**src/rtl/ddr2_axi_pkg.sv**
```systemverilog
// ddr2_axi_pkg: shared types and helpers for the DDR2 controller AXI read path.
//   rd_state_e    - read responder FSM state encoding
//   BEAT_W        - width of beat counters (up to 256 beats)
//   decode_arlen  - AXI arlen to beat count (0 encodes 256)
package ddr2_axi_pkg;

  localparam int unsigned BEAT_W = 9;

  typedef enum logic [1:0] {
    ST_IDLE     = 2'd0,
    ST_ISSUE    = 2'd1,
    ST_WAIT_ACK = 2'd2,
    ST_DRAIN    = 2'd3
  } rd_state_e;

  // arlen of zero means a full 256-beat transfer
  function automatic logic [BEAT_W-1:0] decode_arlen(input logic [7:0] arlen);
    return (arlen == 8'd0) ? BEAT_W'(256) : BEAT_W'(arlen);
  endfunction

endpackage

```
**src/rtl/rd_resp_fifo.sv**
```systemverilog
// rd_resp_fifo: synchronous first-word-fall-through FIFO buffering read data.
//   clk, rst        - clock, async active-high reset (flushes contents)
//   push_i/push_data_i - write strobe and data; dropped when full
//   pop_i           - consume head word; ignored when empty
//   head_o          - current head word (zero when empty)
//   empty_o/full_o  - status flags
//   count_o         - number of stored words
module rd_resp_fifo #(
  parameter int unsigned DATA_WIDTH = 32,
  parameter int unsigned DEPTH      = 16
) (
  input  logic                    clk,
  input  logic                    rst,
  input  logic                    push_i,
  input  logic [DATA_WIDTH-1:0]   push_data_i,
  input  logic                    pop_i,
  output logic [DATA_WIDTH-1:0]   head_o,
  output logic                    empty_o,
  output logic                    full_o,
  output logic [$clog2(DEPTH):0]  count_o
);

  localparam int unsigned PTR_W = $clog2(DEPTH);
  localparam int unsigned CNT_W = PTR_W + 1;

  logic [PTR_W-1:0]      wr_ptr_q, rd_ptr_q;
  logic [CNT_W-1:0]      count_q;
  logic [DATA_WIDTH-1:0] mem_q [DEPTH];
  logic                  push_ok, pop_ok;

  assign empty_o = (count_q == CNT_W'(0));
  assign full_o  = (count_q == CNT_W'(DEPTH));
  assign push_ok = push_i && !full_o;
  assign pop_ok  = pop_i && !empty_o;
  assign count_o = count_q;
  assign head_o  = empty_o ? DATA_WIDTH'(0) : mem_q[rd_ptr_q];

  // Pointer and occupancy tracking
  always_ff @(posedge clk or posedge rst) begin
    if (rst) begin
      wr_ptr_q <= '0;
      rd_ptr_q <= '0;
      count_q  <= '0;
    end else begin
      if (push_ok) wr_ptr_q <= wr_ptr_q + PTR_W'(1);
      if (pop_ok)  rd_ptr_q <= rd_ptr_q + PTR_W'(1);
      case ({push_ok, pop_ok})
        2'b10:   count_q <= count_q + CNT_W'(1);
        2'b01:   count_q <= count_q - CNT_W'(1);
        default: count_q <= count_q;
      endcase
    end
  end

  // Storage array, no reset needed
  always_ff @(posedge clk) begin
    if (push_ok) mem_q[wr_ptr_q] <= push_data_i;
  end

endmodule

```
**src/rtl/axi_rd_slave.sv**
```systemverilog
// axi_rd_slave: AXI read responder for the DDR2 controller.
//   clk, rst          - clock, async active-high reset
//   init_end          - DDR init done; gates AR acceptance
//   axi_ar*           - one read address accepted at a time
//   axi_r*            - read data beats from the response FIFO, rlast on final beat
//   mem_rd_*          - row-safe burst requests to the memory core and returned data
//   busy              - transaction in progress
//   err_ovf           - sticky: memory data arrived while the FIFO was full
module axi_rd_slave
  import ddr2_axi_pkg::*;
#(
  parameter int unsigned ADDR_WIDTH = 26,
  parameter int unsigned DATA_WIDTH = 32,
  parameter int unsigned COL_BITS   = 10,
  parameter logic [7:0]  RBURST_LEN = 8'd8,
  parameter int unsigned FIFO_DEPTH = 16
) (
  input  logic                  clk,
  input  logic                  rst,
  input  logic                  init_end,
  input  logic                  axi_arvalid,
  output logic                  axi_arready,
  input  logic [ADDR_WIDTH-1:0] axi_araddr,
  input  logic [7:0]            axi_arlen,
  output logic                  axi_rvalid,
  input  logic                  axi_rready,
  output logic [DATA_WIDTH-1:0] axi_rdata,
  output logic                  axi_rlast,
  output logic                  mem_rd_req,
  input  logic                  mem_rd_ack,
  output logic [ADDR_WIDTH-1:0] mem_rd_addr,
  output logic [7:0]            mem_rd_len,
  input  logic                  mem_rd_data_en,
  input  logic [DATA_WIDTH-1:0] mem_rd_data,
  output logic                  busy,
  output logic                  err_ovf
);

  localparam int unsigned CNT_W = $clog2(FIFO_DEPTH) + 1;
  localparam int unsigned CW    = ((COL_BITS + 1) > BEAT_W) ? (COL_BITS + 1) : BEAT_W;
  localparam logic [CW-1:0] COL_SPAN = CW'(1 << COL_BITS);

  rd_state_e             state_q, state_d;
  logic [ADDR_WIDTH-1:0] addr_q, addr_d;
  logic [BEAT_W-1:0]     rem_issue_q, rem_issue_d;
  logic [BEAT_W-1:0]     rem_r_q, rem_r_d;
  logic [CNT_W-1:0]      out_q, out_d;
  logic                  arready_q, arready_d;
  logic                  busy_q, busy_d;
  logic                  err_ovf_q, err_ovf_d;

  logic [CNT_W-1:0]      fifo_count;
  logic                  fifo_empty, fifo_full;
  logic [DATA_WIDTH-1:0] fifo_head;

  logic [CW-1:0]         room, chunk, need;
  logic                  credit_ok, pop, commit, req_c;

  rd_resp_fifo #(
    .DATA_WIDTH (DATA_WIDTH),
    .DEPTH      (FIFO_DEPTH)
  ) u_fifo (
    .clk         (clk),
    .rst         (rst),
    .push_i      (mem_rd_data_en),
    .push_data_i (mem_rd_data),
    .pop_i       (pop),
    .head_o      (fifo_head),
    .empty_o     (fifo_empty),
    .full_o      (fifo_full),
    .count_o     (fifo_count)
  );

  assign pop = !fifo_empty && axi_rready;

  // Next burst size: bounded by remaining beats, max burst, and column boundary.
  // Credit counts both buffered words and words still owed by the memory core.
  always_comb begin
    room  = COL_SPAN - CW'(addr_q[COL_BITS-1:0]);
    chunk = CW'(rem_issue_q);
    if (CW'(RBURST_LEN) < chunk) chunk = CW'(RBURST_LEN);
    if (room < chunk)            chunk = room;
    need      = CW'(fifo_count) + CW'(out_q) + chunk;
    credit_ok = (need <= CW'(FIFO_DEPTH));
  end

  // Next-state and datapath update
  always_comb begin
    state_d     = state_q;
    addr_d      = addr_q;
    rem_issue_d = rem_issue_q;
    rem_r_d     = pop ? (rem_r_q - BEAT_W'(1)) : rem_r_q;
    req_c       = 1'b0;
    commit      = 1'b0;

    case (state_q)
      ST_IDLE: begin
        if (axi_arvalid && arready_q) begin
          addr_d      = axi_araddr;
          rem_issue_d = decode_arlen(axi_arlen);
          rem_r_d     = decode_arlen(axi_arlen);
          state_d     = ST_ISSUE;
        end
      end
      ST_ISSUE: begin
        // An ack landing in the first request cycle is taken immediately
        if (credit_ok) begin
          req_c = 1'b1;
          if (mem_rd_ack) commit  = 1'b1;
          else            state_d = ST_WAIT_ACK;
        end
      end
      ST_WAIT_ACK: begin
        req_c = 1'b1;
        if (mem_rd_ack) commit = 1'b1;
      end
      ST_DRAIN: begin
        if (pop && (rem_r_q == BEAT_W'(1))) state_d = ST_IDLE;
      end
      default: state_d = ST_IDLE;
    endcase

    if (commit) begin
      addr_d      = addr_q + ADDR_WIDTH'(chunk);
      rem_issue_d = rem_issue_q - BEAT_W'(chunk);
      state_d     = (rem_issue_d != BEAT_W'(0)) ? ST_ISSUE : ST_DRAIN;
    end

    out_d = out_q + (commit ? CNT_W'(chunk) : CNT_W'(0));
    if (mem_rd_data_en && (out_d != CNT_W'(0))) out_d = out_d - CNT_W'(1);

    arready_d = init_end && (state_d == ST_IDLE);
    busy_d    = (state_d != ST_IDLE);
    err_ovf_d = err_ovf_q || (mem_rd_data_en && fifo_full);
  end

  // State registers
  always_ff @(posedge clk or posedge rst) begin
    if (rst) begin
      state_q     <= ST_IDLE;
      addr_q      <= '0;
      rem_issue_q <= '0;
      rem_r_q     <= '0;
      out_q       <= '0;
      arready_q   <= 1'b0;
      busy_q      <= 1'b0;
      err_ovf_q   <= 1'b0;
    end else begin
      state_q     <= state_d;
      addr_q      <= addr_d;
      rem_issue_q <= rem_issue_d;
      rem_r_q     <= rem_r_d;
      out_q       <= out_d;
      arready_q   <= arready_d;
      busy_q      <= busy_d;
      err_ovf_q   <= err_ovf_d;
    end
  end

  assign axi_arready = arready_q;
  assign axi_rvalid  = !fifo_empty;
  assign axi_rdata   = fifo_head;
  assign axi_rlast   = !fifo_empty && (rem_r_q == BEAT_W'(1));
  assign mem_rd_req  = req_c;
  assign mem_rd_addr = addr_q;
  assign mem_rd_len  = 8'(chunk);
  assign busy        = busy_q;
  assign err_ovf     = err_ovf_q;

endmodule

```
**config.mk**
```make
export PLATFORM = sky130hd
export DESIGN_NAME = axi_rd_slave
export DESIGN_NICKNAME = d
export VERILOG_FILES = /design/src/rtl/ddr2_axi_pkg.sv /design/src/rtl/rd_resp_fifo.sv /design/src/rtl/axi_rd_slave.sv
export SDC_FILE = /design/constraint.sdc
export NUM_CORES = 1
export LEC_CHECK = 0
export CAP_MARGIN = 10
export CORE_MARGIN = 2
export CORE_UTILIZATION = 45
export DETAILED_ROUTE_END_ITERATION = 10
export SKIP_LAST_GASP = 1
export SLEW_MARGIN = 20
export SYNTH_ARGS = -nofsm -noshare
export SYNTH_HDL_FRONTEND = slang
export SYNTH_SLANG_ARGS = --single-unit
```
**constraint.sdc**
```tcl
create_clock -name clk -period 15.71 [get_ports clk]
set_input_delay 3.142 -clock clk [delete_from_list [all_inputs] [get_ports clk]]
set_output_delay 3.142 -clock clk [all_outputs]
set_load 0.02 [all_outputs]
```
==> impl_metrics.yaml <==
status:
  outcome: "complete, no violations"
global_route:
  grt.total_usage_pct: 20.5
  grt_max_degree: 68
  antenna_found_initial: 4
  grt_overflow: 0
  grt_pass1_vias: 13900
  grt_pass1_wl_mm: 86.9
detailed_routing:
  vias: 13300
  routed_wl_mm: 57.2
  drc: 0
  wl_per_cell_um: 24.5
  viasPerCell: 5.71
  ant_nets: 0
  drt_pass1_iterations: 5
  drtIter0Drc: 1118
cells_and_area:
  fin_area_mm2: 0.0292
  fillers: 4356
  multi_input_area_mm2: 0.00754
  antenna_cells: 0
  drive_gt1_share_pct: 19.7
  final_common_cell: "edfxtp_1"
  mostFrequentLayoutCells: "edfxtp_1, mux4_2, clkdlybuf4s50_1"
  area_growth_pct: 17.3
  nNetsFinal: 1720
  regArea_mm2: 0.0171
logic_synthesis:
  synthAdderAreaFrac_pct: 3.47
  synth_seq_area_share_pct: 68.4
  ys_types: 73
  synth_compound_area_share_pct: 4.13
  ys_warn_count: 0
  synth_area_leaders: "edfxtp_1, mux4_2, dfrtp_1"
  synth.cell_area_mm2: 0.0249
  synth_top_area_cell: "edfxtp_1"
  synth-xor-area-share_pct: 1.62
  synthDominantCellAreaShare_pct: 61.7
  synth.avg_cell_area_um2: 17.7
  synth_edf_count: 512
  ys_async_sr_fraction_pct: 11.6
  synth_ff_type: "edfxtp_1"
  syn-instance-count: 1410
  ys_ff_latch: 579
  synthSimpleGateAreaFrac_pct: 5.84
  synth.area.mux_share_pct: 14.6
  synth_top_family_by_area: "multiplexers"
cts:
  cts_max_level: 2
  cts_made_buffers: 59
  post_cts_resized: 0
  cts_sinks: 579
  cts_hold_buffers: 0
  tritoncts: "done"
  cts_buffer_depth: 3
  clockRootBuffer: "clkbuf_16"
  path_clk_slew_ns: 0.07
  clock_latency_ns: 0.62
  cts_setup_buffers: 0
timing:
  slew_violations: 0
  setup_violations: 0
  rsz0062_at_grt: "false"
  relSlewSlack_pct: 31.4
  fmax_mhz: 94.3
  worstMarginPinSlew_ns: 1.02
  period_share_pct: 67.5
  setup_tns_ns: 0
  finalCriticalPeriod_ns: 10.61
  skew_ns: 0.0210
  final_hold_viol_count: 0
floorplan:
  fp.coreArea_mm2: 0.0549
  dieWidth_um: 239
  dieArea_mm2: 0.0573
  pin_count: 145
  rows: 86
  start_util_pct: 45.4
  dieHeight_um: 239
worst_setup_path:
  path_max_fanout: 11
  worst-endpoint-arrival_ns: 7.46
  timing.critical_path.required_ns: 12.57
  path_class: "flip-flop to output pin"
  setup.worst_path.end_class: "output pin"
  start_kind: "flip-flop"
placement:
  dpl.hpwl_mm: 32.6
  gp_congestion: 0.860
  portBuffers: 144
  placed_area_mm2: 0.0273
job:
  drv_cap: 0
power_and_ir_drop:
  p_per_area_mw_per_mm2: 198
  vdd_drop_max_v: 0.000134
  p_leak_nw: 9.82
worst_hold_path:
  hold_class: "flip-flop to flip-flop"
## critical path: stages, from the launching register on
cell and delay [ns]:
dfrtp_1 0.48, or4_4 0.62, or4_1 0.44, xor2_1 0.21, ha_1 0.31, a21oi_1 0.21
o221ai_1 0.24, nor2_1 0.56, nor2_1 0.10, a21oi_1 0.46, fa_1 0.52, inv_1 0.07
ha_1 0.19, inv_1 0.06, fa_1 0.40, nand2b_1 0.17, o2bb2ai_1 0.15, xnor2_1 0.15
o31ai_1 0.52, o31a_1 0.33, clkdlybuf4s50_1 0.64
## final timing paths
kind                                start                 end  slack (ns)  depth (start not counted)
min in group asynchronous             rst     mem_rd_addr[24]        3.13                          3
setup reg to reg           mem_rd_addr[2]            out_q[4]        7.20                         28
max in group asynchronous             rst  u_fifo.rd_ptr_q[1]       11.87                          3
hold / removal                    err_ovf             err_ovf        0.47                          1
hold reg to reg                   err_ovf             err_ovf        0.47                          1
setup / recovery           mem_rd_addr[2]          mem_rd_req        5.10                         20
## per-layer routing
| layer | global-route usage [%] | wire length [um] | vias up |
|---|---|---|---|
| li1 | - | - | 5948 |
| met1 | 28.1 | 24800 | 6914 |
| met2 | 34.7 | 28200 | 375 |
| met3 | 3.39 | 3060 | 83 |
| met4 | 4.87 | 1010 | 6 |
| met5 | 0 | 36 | - |
## layout make-up
cell class | count | share of cell area (%)
inverters | 55 | 0.706
well taps | 704 | 3.01
repair buffers | 172 | 5.65
multi-input cells | 717 | 25.8
clock buffers | 72 | 5.29
flip-flops and latches | 579 | 58.4
clock inverters | 36 | 1.14
## through the flow
| stage | total power [mW] | worst slack (ns) | hold WS [ns] | utilization, % | cells |
|---|---|---|---|---|---|
| floorplan | 3.67 | 6.87 | 0.503 | - | 1414 |
| global placement | 4.44 | 5.93 | 0.458 | 49.8 | 2227 |
| detailed placement | 4.46 | 5.71 | 0.463 | 49.8 | 2227 |
| CTS | 5.85 | 5.03 | 0.478 | 53.2 | 2335 |
| global route | 6.11 | 4.57 | 0.493 | 53.3 | 2335 |
| finish | 5.78 | 5.10 | 0.472 | 53.3 | 2335 |
## power breakdown
group,internal [mW],switching [mW],leakage (nW),total (mW)
clock network,0.783,0.590,0.904,1.37
logic,1.11,1.23,3.50,2.34
registers,1.90,0.168,5.42,2.07
## Yosys cell counts (4+ instances only)
master	number
a211oi_1	4
a21boi_0	4
a21o_1	8
a21oi_1	39
a31oi_1	17
and2_1	35
and3_1	14
buf_1	17
buf_2	8
clkbuf_1	37
dfrtp_1	67
edfxtp_1	512
fa_1	10
ha_1	53
inv_1	54
mux4_2	160
nand2_1	94
nand2b_1	4
nand3_1	11
nand4_1	11
nor2_1	66
nor3_1	17
nor4_1	5
o211ai_1	7
o21a_1	4
o21ai_0	31
o21bai_1	4
o221a_2	6
or3_1	5
xnor2_1	34
xor2_1	12
## state kept, by name, summed over array words and instances, names as in the netlist, 2 cells and up
register,cells
mem_rd_addr,26
out_q,5
rem_issue_q,9
rem_r_q,9
state_q,2
u_fifo.count_o,5
u_fifo.mem_q,512
u_fifo.rd_ptr_q,4
u_fifo.wr_ptr_q,4
## cells by family (layout without fill, tap and decap cells)
logic type	Yosys count	count (layout)
flip-flops	579	579
adder cells (fa/ha/maj)	63	63
AND/OR/NAND/NOR	287	287
XOR/XNOR	46	46
AO/OA/AOI/OAI	151	151
buffers and inverters	118	335
other	2	6
multiplexers	164	164
(Power assumes the default switching activity.)
